`src/rtl/pong_pkg.sv`:
```
// Shared definitions for the pong display path.
//   SCREEN_COLS / SCREEN_ROWS : default LED matrix geometry
//   COORD_W                   : width of the ball x/y coordinates
//   phase_t                   : per-row scan phase (blank gap, then drive)
//   max_u                     : elaboration-time maximum of two sizes
package pong_pkg;

  localparam int unsigned SCREEN_COLS = 16;
  localparam int unsigned SCREEN_ROWS = 8;
  localparam int unsigned COORD_W     = 4;

  typedef enum logic {
    PH_BLANK = 1'b0,
    PH_DRIVE = 1'b1
  } phase_t;

  function automatic int unsigned max_u(input int unsigned a, input int unsigned b);
    return (a > b) ? a : b;
  endfunction

endpackage

```
`src/rtl/onehot_decode.sv`:
```
// Index-to-one-hot decoder with enable.
//   idx    : binary index, IW bits
//   en     : when low the output is all zeros
//   onehot : N-bit output; bit idx is set when en is high and idx < N
module onehot_decode #(
  parameter int unsigned N  = 16,
  parameter int unsigned IW = (N > 1) ? $clog2(N) : 1
) (
  input  logic [IW-1:0] idx,
  input  logic          en,
  output logic [N-1:0]  onehot
);

  always_comb begin
    onehot = '0;
    if (en) begin
      for (int unsigned i = 0; i < N; i++) begin
        if (idx == IW'(i)) onehot[i] = 1'b1;
      end
    end
  end

endmodule

```
`src/rtl/matrix_scan.sv`:
```
// LED matrix row scanner that lights the single ball pixel.
// Each row gets BLANK all-off cycles, then DWELL cycles of drive. The ball
// position is captured once per frame so the image never tears mid-scan.
//   clk, reset  : system clock, synchronous active-high reset
//   ball_x/y    : ball position from the ball block
//   row         : one-hot row enable (inverted at the pins when ACTIVE_LOW)
//   col         : column enables for the active row (same polarity rule)
//   frame_start : one-cycle pulse in the first blank cycle of row 0
module matrix_scan
  import pong_pkg::*;
#(
  parameter int unsigned ROWS       = SCREEN_ROWS,
  parameter int unsigned COLS       = SCREEN_COLS,
  parameter int unsigned DWELL      = 4,
  parameter int unsigned BLANK      = 1,
  parameter bit          ACTIVE_LOW = 1'b0
) (
  input  logic               clk,
  input  logic               reset,
  input  logic [COORD_W-1:0] ball_x,
  input  logic [COORD_W-1:0] ball_y,
  output logic [ROWS-1:0]    row,
  output logic [COLS-1:0]    col,
  output logic               frame_start
);

  localparam int unsigned RW   = (ROWS > 1) ? $clog2(ROWS) : 1;
  localparam int unsigned PMAX = max_u(DWELL, BLANK);
  localparam int unsigned CW   = (PMAX > 1) ? $clog2(PMAX) : 1;

  localparam logic [RW-1:0] LAST_ROW   = RW'(ROWS - 1);
  localparam logic [CW-1:0] BLANK_LAST = CW'(BLANK - 1);
  localparam logic [CW-1:0] DWELL_LAST = CW'(DWELL - 1);

  // State registers describe the cycle currently shown on the outputs.
  phase_t             phase, nphase;
  logic [RW-1:0]      r, nr;
  logic [CW-1:0]      cnt, ncnt;
  logic               restart;
  logic [COORD_W-1:0] shadow_x, shadow_y;

  logic               nstart;
  logic [COORD_W-1:0] sel_x, sel_y;
  logic               hit;
  logic [ROWS-1:0]    row_dec;
  logic [COLS-1:0]    col_dec;

  // restart is set throughout reset so the first post-reset cycle re-emits
  // the frame-start state instead of advancing past it.
  always_comb begin
    nphase = phase;
    nr     = r;
    ncnt   = cnt;
    if (restart) begin
      nphase = PH_BLANK;
      nr     = '0;
      ncnt   = '0;
    end else if (phase == PH_BLANK) begin
      if (cnt == BLANK_LAST) begin
        nphase = PH_DRIVE;
        ncnt   = '0;
      end else begin
        ncnt = cnt + 1'b1;
      end
    end else begin
      if (cnt == DWELL_LAST) begin
        nphase = PH_BLANK;
        ncnt   = '0;
        nr     = (r == LAST_ROW) ? '0 : r + 1'b1;
      end else begin
        ncnt = cnt + 1'b1;
      end
    end
  end

  assign nstart = (nphase == PH_BLANK) && (nr == '0) && (ncnt == '0);

  // The position is captured at the end of the frame_start cycle; the cycle
  // computed at that same edge must already see the new value, so bypass the
  // shadow registers while frame_start is high.
  assign sel_x = frame_start ? ball_x : shadow_x;
  assign sel_y = frame_start ? ball_y : shadow_y;
  assign hit   = (nphase == PH_DRIVE) && (sel_y == COORD_W'(nr));

  onehot_decode #(.N(ROWS), .IW(RW)) u_row_dec (
    .idx    (nr),
    .en     (nphase == PH_DRIVE),
    .onehot (row_dec)
  );

  onehot_decode #(.N(COLS), .IW(COORD_W)) u_col_dec (
    .idx    (sel_x),
    .en     (hit),
    .onehot (col_dec)
  );

  always_ff @(posedge clk) begin
    if (reset) begin
      phase       <= PH_BLANK;
      r           <= '0;
      cnt         <= '0;
      restart     <= 1'b1;
      shadow_x    <= '0;
      shadow_y    <= '1;
      row         <= {ROWS{ACTIVE_LOW}};
      col         <= {COLS{ACTIVE_LOW}};
      frame_start <= 1'b0;
    end else begin
      phase       <= nphase;
      r           <= nr;
      cnt         <= ncnt;
      restart     <= 1'b0;
      if (frame_start) begin
        shadow_x <= ball_x;
        shadow_y <= ball_y;
      end
      row         <= row_dec ^ {ROWS{ACTIVE_LOW}};
      col         <= col_dec ^ {COLS{ACTIVE_LOW}};
      frame_start <= nstart;
    end
  end

endmodule

```
`config.mk`:
```
export PLATFORM = sky130hd
export DESIGN_NAME = matrix_scan
export DESIGN_NICKNAME = d
export VERILOG_FILES = /design/src/rtl/pong_pkg.sv /design/src/rtl/onehot_decode.sv /design/src/rtl/matrix_scan.sv
export SDC_FILE = /design/constraint.sdc
export NUM_CORES = 1
export LEC_CHECK = 0
export CAP_MARGIN = 10
export CORE_MARGIN = 10
export CORE_UTILIZATION = 49
export CTS_BUF_LIST = sky130_fd_sc_hd__clkbuf_4 sky130_fd_sc_hd__clkbuf_8 sky130_fd_sc_hd__clkbuf_16
export CTS_CLUSTER_DIAMETER = 60
export CTS_CLUSTER_SIZE = 24
export DETAILED_ROUTE_END_ITERATION = 10
export PLACE_DENSITY = 0.77
export SYNTH_ARGS = -nofsm -noshare
export SYNTH_HDL_FRONTEND = slang
export SYNTH_SLANG_ARGS = --single-unit
```
`constraint.sdc`:
```
create_clock -name clk -period 2.8 [get_ports clk]
set_clock_uncertainty 0.05 [all_clocks]
set_input_delay 0.28 -clock clk [delete_from_list [all_inputs] [get_ports clk]]
set_output_delay 0.28 -clock clk [all_outputs]
set_load 0.03 [all_outputs]
```
# ---- After elaboration in Yosys (flattened, before gate mapping)
# Index checks and enable logic that the tools add are counted.
dict set report word_totals {
  ff_bits 40
  word_cells 86
  inputBits 10
  output_inout_bits 25
}
dict set report classes {
  muxes 39
  reduce_logical 9
  n_bitwise 2
  addsub 2
  eq_ne 25
}
# op n
set ops {}
lappend ops {{equality test 4 bit, second input constant} 8}
lappend ops {{2-to-1 mux 1 bit} 29}
lappend ops {{equality test 4 x 3 -> 1 bit, second input constant} 4}
lappend ops {{equality test 3 bit, second input constant} 5}
lappend ops {{2-to-1 mux 3 bit} 4}
lappend ops {{equality test 4 x 2 -> 1 bit, second input constant} 2}
lappend ops {{2-to-1 mux 2 bit} 4}
lappend ops {{2-to-1 mux 4 bit} 2}
lappend ops {{equality test 3 x 2 -> 1 bit, second input constant} 2}
lappend ops {{equality test 4 x 1 -> 1 bit, second input constant} 1}
lappend ops {{equality test 4 x 3 -> 1 bit} 1}
lappend ops {{zero test 2 bit} 2}
lappend ops {{zero test 4 bit} 1}
lappend ops {{OR reduction 2 bit} 2}
lappend ops {{adder 3 x 1 -> 3 bit, second input constant} 1}
lappend ops {{equality test 3 x 1 -> 1 bit, second input constant} 1}
lappend ops {{logical AND 1 bit} 3}
lappend ops {{zero test 3 bit} 1}
lappend ops {{adder 2 x 1 -> 2 bit, second input constant} 1}
lappend ops {{equality test 2 bit, second input constant} 1}
lappend ops {{inverter 1 bit} 2}

# ---- Logic depth before layout (Yosys ltp)
# Gate-level depths: netlist of run 1.
dict set report depth {
  ltp_word 9
  depth_mapped 8
  depth_no_buf 6
}

# ---- By module
# Synthesis of run 1 repeated with hierarchy kept, for this count alone.
dict set report unflattened {
  hier_cells 153
  hier_area_um2 1624.1
}
# mod instances cells_per_inst area_each_um2 seq_area_each_um2
set by_module_without_submodules {}
lappend by_module_without_submodules {matrix_scan 1 122 1411.4 800.8}
lappend by_module_without_submodules {{onehot_decode (u_col_dec)} 1 23 117.6 0.0}
lappend by_module_without_submodules {{onehot_decode (u_row_dec)} 1 8 95.1 0.0}

# ---- Worst setup path before layout of run 1
# No wires, ideal clock.
dict set report synth_timing {
  kind {register -> register}
  from {register r[0]}
  to {register col[5]}
  arrival_time_ps 2139
  path_stages_with_launch 9
  n_path_buf 2
  setup_slack_ps 519
  required_time_ps 2658
  setup_time_ps 92
  period_less_slack_ps 2281
  path_cell_list {dfxtp_1 > ha_1 > ha_1 > and3_1 > o211a_1 > or4b_4 > buf_6 > buf_6 > nor4_1}
}
dict set report synth_via {
  elab_chain_cells 9
  word_cells_on_any_way 10
  cone_classes {add/sub: 1; eq/ne: 2; mux: 4; bitwise: 1; reduce/logical: 2}
}
# item line
set synth_lines {}
lappend synth_lines {{start: declaration} matrix_scan.sv:37} ;# logic [RW-1:0] r, nr;
lappend synth_lines {{start signal: assignment} matrix_scan.sv:110} ;# r <= nr;
lappend synth_lines {{adder 3 x 1 -> 3 bit / equality test 3 bit (equally long branches)} matrix_scan.sv:69} ;# nr = (r == LAST_ROW) ? '0 : r + 1'b1;
lappend synth_lines {{2-to-1 mux 3 bit} matrix_scan.sv:69}
lappend synth_lines {{2-to-1 mux 3 bit} matrix_scan.sv:66} ;# if (cnt == DWELL_LAST) begin
lappend synth_lines {{2-to-1 mux 3 bit *} matrix_scan.sv:58} ;# end else if (phase == PH_BLANK) begin
lappend synth_lines {{2-to-1 mux 3 bit *} matrix_scan.sv:54} ;# if (restart) begin
lappend synth_lines {{equality test 4 x 3 -> 1 bit *} matrix_scan.sv:83} ;# assign hit = (nphase == PH_DRIVE) && (sel_y == COORD_W'(nr));
lappend synth_lines {{logical AND 1 bit *} matrix_scan.sv:83}
lappend synth_lines {{inverter 1 bit (no line) *} n/a}
lappend synth_lines {{OR reduction 2 bit (no line) *} n/a}
lappend synth_lines {{end signal: assignment} matrix_scan.sv:106} ;# col <= {COLS{ACTIVE_LOW}};
lappend synth_lines {{end signal: assignment} matrix_scan.sv:118} ;# col <= col_dec ^ {COLS{ACTIVE_LOW}};
lappend synth_lines {{end: declaration} matrix_scan.sv:23} ;# output logic [COLS-1:0] col,
# Every way passes the cells marked *; elsewhere a longest branch is shown, timed or not.
# A chain may end at the register's enable or synchronous reset.

# ---- Worst setup path in the final report of run 1
dict set report layout_timing {
  from {register cnt[0]}
  to {register col[14]}
}
dict set report layout_via {
  elab_chain_cells 8
  word_cells_on_any_way 13
  cone_classes {eq/ne: 2; mux: 7; bitwise: 1; reduce/logical: 3}
}
# item line
set layout_lines {}
lappend layout_lines {{start: declaration} matrix_scan.sv:38} ;# logic [CW-1:0] cnt, ncnt;
lappend layout_lines {{start signal: assignment} matrix_scan.sv:111} ;# cnt <= ncnt;
lappend layout_lines {{equality test 2 bit} matrix_scan.sv:66}
lappend layout_lines {{2-to-1 mux 3 bit} matrix_scan.sv:66}
lappend layout_lines {{2-to-1 mux 3 bit} matrix_scan.sv:58}
lappend layout_lines {{2-to-1 mux 3 bit} matrix_scan.sv:54}
lappend layout_lines {{equality test 4 x 3 -> 1 bit} matrix_scan.sv:83}
lappend layout_lines {{logical AND 1 bit *} matrix_scan.sv:83}
lappend layout_lines {{inverter 1 bit (no line) *} n/a}
lappend layout_lines {{OR reduction 2 bit (no line) *} n/a}
# Marked as above.

==> impl_results.md, run 1 <==
- Cells along the critical path: ha_1 > nor4bb_1 > o21ai_2 > xor2_1 > nor4_1
- Maxcap violations: 0
- Syn avg cell area: 10.2 sq um
- Grt total ovfl: 0
- Synth Register Bits: 40
- Worst Setup Start Kind: register
- Post-Route WL: 3440 um
- Arr. time, crit path: 2.62 ns
- Die H: 76.7 um
- Synth cell types: 39
- Setup TNS: 0 ns
- Crit path launch: cnt[0]
- R2r setup slk: 0.31 ns
- TritonCTS clock tree: yes
- Initial antenna violation count: 0
- Final instance area: 0.00201 sq mm
- Post-synth EDFFs: 0
- Async set-or-reset flop fraction in the synthesized netlist: 0
- Starting Density: 0.512
- DRC violation total after the first TritonRoute iteration: 53
- Core Box Area: 0.00308 sq mm
- Vias in the first global route: 1269
- Area Growth Syn to Fin: 27.8%
- Final Non-Filler Cells: 236
- Pwr Total: 0.00105 W
- Final Util: 0.654
- Highest Clock Rate: 402 MHz
- Yosys top cell area share: 0.508
- ANT cells: 0
- Period utilization: 0.889
- Crit-path leading delay family: XOR/XNOR gates
- Share of cells above drive strength 1: 0.0833
- Sequential-to-total area share from yosys stat: 0.508
- Slowest Stage Delay on Critical Path: 0.86 ns
- Worst slew pin tran: 1.05 ns
- Clk root buf: clkbuf_4
- CP max-delay cell: xor2_1
- Remaining antenna violation count: 0
- DR vias: 1260
- # rows: 20
- Clk sink count: 40
- Cells resized by post-CTS repair: 0
- Syn Nets: 170
- Num ports: 35
- Hold Path Depth: 2
- Ranking of synthesized cells by area: dfxtp_1, nor4_1, mux2i_1
- DR WL/cell: 14.6 um
- Clock Latency Late Sink: 0.34 ns
- Count of final hold-check violations: 0
- Pwr dens: 523 mW/mm^2
- Mapped Area: 0.00158 sq mm
- Synth Instances: 155
- Worst R2R End: col[14]
- Max-slew headroom: 0.295
- Worst Setup EP: col[14]
- Tmin final: 2.49 ns
- # DRC: 0
- Leak Pwr: 0.758 nW
- Primary FF master, synth: dfxtp_1
- Peak supply drop: 0.000395 V
- RePlAce Congestion: 0.786
- Fillers: 272
- Status: completed
- Class of the tightest hold or removal check: register to register
- First-pass GRT wire length: 5760 um
- Max-slew violation count: 0
- Setup CP Type: register to register
- Detail Placement HPWL: 2660 um
- R2r worst-path depth: 5
- Die Wd: 76.7 um
- # setup viols final: 0
- Synth Warn #: 0
- Cts bufs inserted: 5
- Total number of H-tree levels: 2
- CTS Buffer Depth: 2
- DRT Pass-1 Iters: 4
- Worst-path maximum fanout: 16
- Buffer and inverter count on the worst path: 0
- DIE AREA: 0.00588 sq mm
- Postcts setup bufs: 0
- Crit end category: register
- Nets@finish: 206
- FF+latch area: 801 sq um
- Area of the multi-input gates: 699 sq um
- Via/cell ratio: 5.34
- Critical Path Stages: 5
- Placed insts: 228
- All-layer global routing usage: 0.118
- RSZ-0062 raised after global routing: false
- Largest net degree at the start of global routing: 17
- Post-synth top area cell: dfxtp_1
- Hold buffer count at cts: 0
- I/O Buffers: 34
- R2r startpoint: cnt[0]
- CP required: 2.94 ns
- Clk slew on worst S/H paths: 0.11 ns
- Placed instance area: 0.00193 sq mm
## sequential cells by signal, summed over array words and instances (netlist names)
| register | count |
|---|---|
| cnt | 2 |
| col | 16 |
| frame_start | 1 |
| phase | 1 |
| r | 3 |
| restart | 1 |
| row | 8 |
| shadow_x | 4 |
| shadow_y | 4 |
## routing by layer
| layer | vias to the layer above | global-route usage | routed length, um |
|---|---|---|---|
| met5 | - | 0 | 0 |
| met1 | 574 | 0.112 | 1360 |
| met2 | 43 | 0.211 | 1730 |
| met4 | 0 | 0.0539 | 78 |
| met3 | 10 | 0.0559 | 282 |
| li1 | 633 | - | - |
## how the worst min path moves through the flow
stage / slack (ns) / endpoint / start
after floorplan: 0.26 / restart / reset
after global placement: 0.45 / shadow_y[1] / shadow_y[1]
after detailed placement: 0.46 / shadow_y[0] / shadow_y[0]
after CTS: 0.49 / shadow_y[0] / shadow_y[0]
after global routing: 0.53 / shadow_y[1] / shadow_y[1]
final: 0.49 / shadow_y[0] / shadow_y[0]
## cell type report
| cell class | instances | share of cell area |
|---|---|---|
| Sequential cell | 40 | 0.398 |
| Multi-Input combinational cell | 102 | 0.347 |
| Timing Repair Buffer | 36 | 0.177 |
| Tap cell | 44 | 0.0273 |
| Clock buffer | 6 | 0.0224 |
| Clock inverter | 2 | 0.0174 |
| Inverter | 6 | 0.0112 |
## worst reg2reg max path, stage by stage (launching register included)
cell and delay, ns:
dfxtp_1 0.37, ha_1 0.33, nor4bb_1 0.40, o21ai_2 0.18, xor2_1 0.86, nor4_1 0.14
## cells in the mapped netlist, types with 3 or more instances
library cell / n
inv_1: 6
buf_6: 3
clkbuf_1: 3
ha_1: 5
nor4_1: 16
nand3_1: 3
nor2_1: 12
nor3_1: 4
mux2i_1: 7
nand2b_1: 9
and3_1: 3
nand2_1: 11
nor3b_1: 3
dfxtp_1: 40
## through the flow
stage	worst slack, ns	hold slack [ns]
final	0.311	0.487
after global routing	0.112	0.526
after CTS	0.336	0.488
after detailed placement	0.351	0.459
after global placement	0.486	0.447
after floorplan	0.519	0.258
## kinds of logic after synthesis
group	Yosys count	share of synthesized area
and+or+nand+nor	69	0.249
DFF	40	0.508
AOI/OAI and AO/OA	18	0.0913
buffers and inverters	13	0.0477
muxes	9	0.0588
adders and majority gates	5	0.0397
xor gates and xnor gates	1	0.00556
## report_power, final
part | switching [W] | internal [W]
registers | 0.00000973 | 0.000579
logic | 0.0000515 | 0.0000396
clock network | 0.000175 | 0.000197
## placed cells by master (no fill, tap or decap), drive strengths merged, types with 2 or more instances in the layout
cell type,n
mux2i,7
nor3,4
dfxtp,40
nand2,11
clkdlybuf4s50,34
a21boi,3
nor4,16
o21ai,3
and3,3
nand2b,9
clkbuf,6
nand3,3
nor3b,3
ha,5
inv,6
and4b,2
buf,2
nor2,12
a21oi,2
mux2,2
a311oi,2
Note: power is estimated with default switching activity, not from simulation.
==> run 2: changes to the inputs <==
==> constraint.sdc (replaced) <==
create_clock -name clk -period 2.8 [get_ports clk]
set_clock_uncertainty 0.05 [all_clocks]
set_input_delay 0.28 -clock clk [delete_from_list [all_inputs] [get_ports clk]]
set_output_delay 0.28 -clock clk [all_outputs]
set_load 0.005 [all_outputs]
==> results of run 2 <==
The final DEF is identical to that of run 1. Status: completed.
==> run 3: changes to the inputs <==
--- a/config.mk
+++ b/config.mk
@@ -6,13 +6,15 @@
 export NUM_CORES = 1
 export LEC_CHECK = 0
 export CAP_MARGIN = 10
+export CELL_PAD_IN_SITES_DETAIL_PLACEMENT = 0
+export CELL_PAD_IN_SITES_GLOBAL_PLACEMENT = 1
 export CORE_MARGIN = 10
-export CORE_UTILIZATION = 49
+export CORE_UTILIZATION = 37
 export CTS_BUF_LIST = sky130_fd_sc_hd__clkbuf_4 sky130_fd_sc_hd__clkbuf_8 sky130_fd_sc_hd__clkbuf_16
 export CTS_CLUSTER_DIAMETER = 60
 export CTS_CLUSTER_SIZE = 24
 export DETAILED_ROUTE_END_ITERATION = 10
-export PLACE_DENSITY = 0.77
+export PLACE_DENSITY = 0.76
 export SYNTH_ARGS = -nofsm -noshare
 export SYNTH_HDL_FRONTEND = slang
 export SYNTH_SLANG_ARGS = --single-unit
==> run 3 against run 2 <==
  * Sequential power hardly changed
  * Combinational power about the same
  * Non-clock buffer count is the same
  * Global-route usage down 2.2 points
  * Largest cell class unchanged
  * Cell area is 1.9% higher
==> impl_results.md, run 3 (same netlist as run 1, synthesis figures left out) <==
- Die Wd: 85.3 um (+11%)
- DR WL/cell: 14.7 um (+0.47%)
- Max-slew violation count: 0 (unchanged)
- Clk pwr share: 0.412
- Largest register FFs: 16 (unchanged)
- # setup viols final: 0 (unchanged)
- Pwr dens: 559 mW/mm^2
- Pint: 0.000893 W
- Starting Density: 0.388 (-0.124)
- Area Growth Syn to Fin: 30.3%
- Largest net degree at the start of global routing: 17 (unchanged)
- Num ports: 35 (unchanged)
- Class of the tightest hold or removal check: register to register
- Tmin final: 2.52 ns (+0.0321 ns)
- Switch Pwr: 0.000255 W
- DIE AREA: 0.00727 sq mm (+24%)
- Die H: 85.3 um (+11%)
- Hold_sp: shadow_y[0]
- First-pass GRT wire length: 5750 um (-0.12%)
- Final Non-Filler Cells: 242 (+2.5%)
- Highest Clock Rate: 397 MHz (-1.3%)
- Period utilization: 0.900 (+0.0115)
- Slowest Stage Delay on Critical Path: 0.86 ns (about the same)
- Setup CP Type: register to register
- RePlAce Congestion: 0.800 (+1.7%)
- Cells resized by post-CTS repair: 0 (unchanged)
- CP max-delay cell: xor2_1
- Largest registers: col x16, row x8
- Peak supply drop: 0.000318 V
- All-layer global routing usage: 0.0967 (-0.0216)
- Remaining antenna violation count: 0 (unchanged)
- Maxcap violations: 0 (unchanged)
- ANT cells: 0 (unchanged)
- Sequential power share: 0.512
- Share of cells above drive strength 1: 0.0833 (unchanged)
- Most common cell after layout, fill and taps aside: dfxtp_1
- Fillers: 366 (+35%)
- Arr. time, crit path: 2.60 ns (-0.02 ns)
- Clk sink count: 40 (unchanged)
- Detail Placement HPWL: 2720 um (+2.4%)
- Initial antenna violation count: 0 (unchanged)
- RSZ-0062 raised after global routing: false
- Buffer and inverter count on the worst path: 0 (unchanged)
- Crit end category: register
- Worst Setup Start Kind: register
- CP required: 2.88 ns (-0.06 ns)
- Status: completed
- Core Box Area: 0.00406 sq mm (+32%)
- Leak Pwr: 0.771 nW (+1.7%)
- Postcts setup bufs: 0 (unchanged)
- Setup TNS: 0 ns (unchanged)
- TritonCTS clock tree: yes
- I/O Buffers: 34 (unchanged)
- # rows: 23 (+15%)
- DRT Pass-1 Iters: 4 (unchanged)
- Worst-path maximum fanout: 16 (unchanged)
- DRC violation total after the first TritonRoute iteration: 76 (+43%)
- Final Util: 0.506 (-0.148)
- Post-Route WL: 3550 um (+3.0%)
- Clk slew on worst S/H paths: 0.07 ns (-0.04 ns)
- Clock Latency Late Sink: 0.29 ns (-0.05 ns)
- R2r startpoint: cnt[1]
- Switching Share: 0.222
- Count of final hold-check violations: 0 (unchanged)
- Vias in the first global route: 1197 (-5.7%)
- Grt total ovfl: 0 (unchanged)
- Highest-count cells in the layout ignoring fill and taps: dfxtp_1, clkdlybuf4s50_1, nor4_1
- # DRC: 0 (unchanged)
- Biggest register: col
- Cts bufs inserted: 5 (unchanged)
- Crit path launch: cnt[1]
- CTS Buffer Depth: 2 (unchanged)
- R2r setup slk: 0.28 ns (-0.03 ns)
- Placed insts: 234 (+2.6%)
- Clk root buf: clkbuf_8
- Nets@finish: 206 (unchanged)
- Crit-path leading delay family: XOR/XNOR gates
- Max-slew headroom: 0.305 (+0.0103)
- DR vias: 1244 (-1.3%)
- Total number of H-tree levels: 2 (unchanged)
- Hold buffer count at cts: 0 (unchanged)
- Cells along the critical path: ha_1 > nor4bb_1 > o21ai_2 > xor2_1 > nor4_1
- Gate power share: 0.076
- Worst slew pin tran: 1.04 ns (-0.0155 ns)
- Via/cell ratio: 5.14 (-3.7%)
run 3: layer usage:
layer	track usage	vias to the layer above	wire length (um)
li1	-	636	-
met1	0.0997	576	1520
met2	0.170	26	1730
met3	0.0440	6	240
met4	0.0314	0	51
met5	0	-	0
run 3: final cells by class:
type,count,area [sq um],area share
repair buffers,36,355,0.173
clock buffers,6,76.3,0.0372
clock inverters,2,35.0,0.0171
well taps,50,62.6,0.0305
multi-input cells,102,699,0.341
flip-flops and latches,40,801,0.390
inverters,6,22.5,0.0110
run 3: final timing paths:
| path | to | cells after the start |
|---|---|---|
| worst max register to register | col[3] | 5 |
| worst max-delay path | col[3] | 5 |
| worst min-delay path | shadow_y[0] | 2 |
| worst min register to register | shadow_y[0] | 2 |
run 3: tightest hold or removal path: stages (launching register included):
cell and delay [ns]:
dfxtp_1 0.31, mux2i_1 0.09, nand2b_1 0.08
run 3: power groups by stage:
stage                     clock, W  combinational [W]  sequential, W
after detailed placement         0          0.0000875       0.000601
after floorplan                  0          0.0000619       0.000598
after CTS                 0.000476          0.0000879       0.000588
after global placement           0          0.0000854       0.000601
after global routing      0.000502          0.0000967       0.000589
final                     0.000472          0.0000877       0.000588
run 3: per-stage QoR:
step	instance area (sq um)	total power [W]	hold slack, ns	worst slack (ns)
detailed placement	1940	0.000689	0.435	0.330
CTS	2050	0.00115	0.454	0.317
global route	2050	0.00119	0.494	0.0728
floorplan	1580	0.000660	0.258	0.519
finish	2050	0.00115	0.447	0.279
global placement	1940	0.000686	0.433	0.475
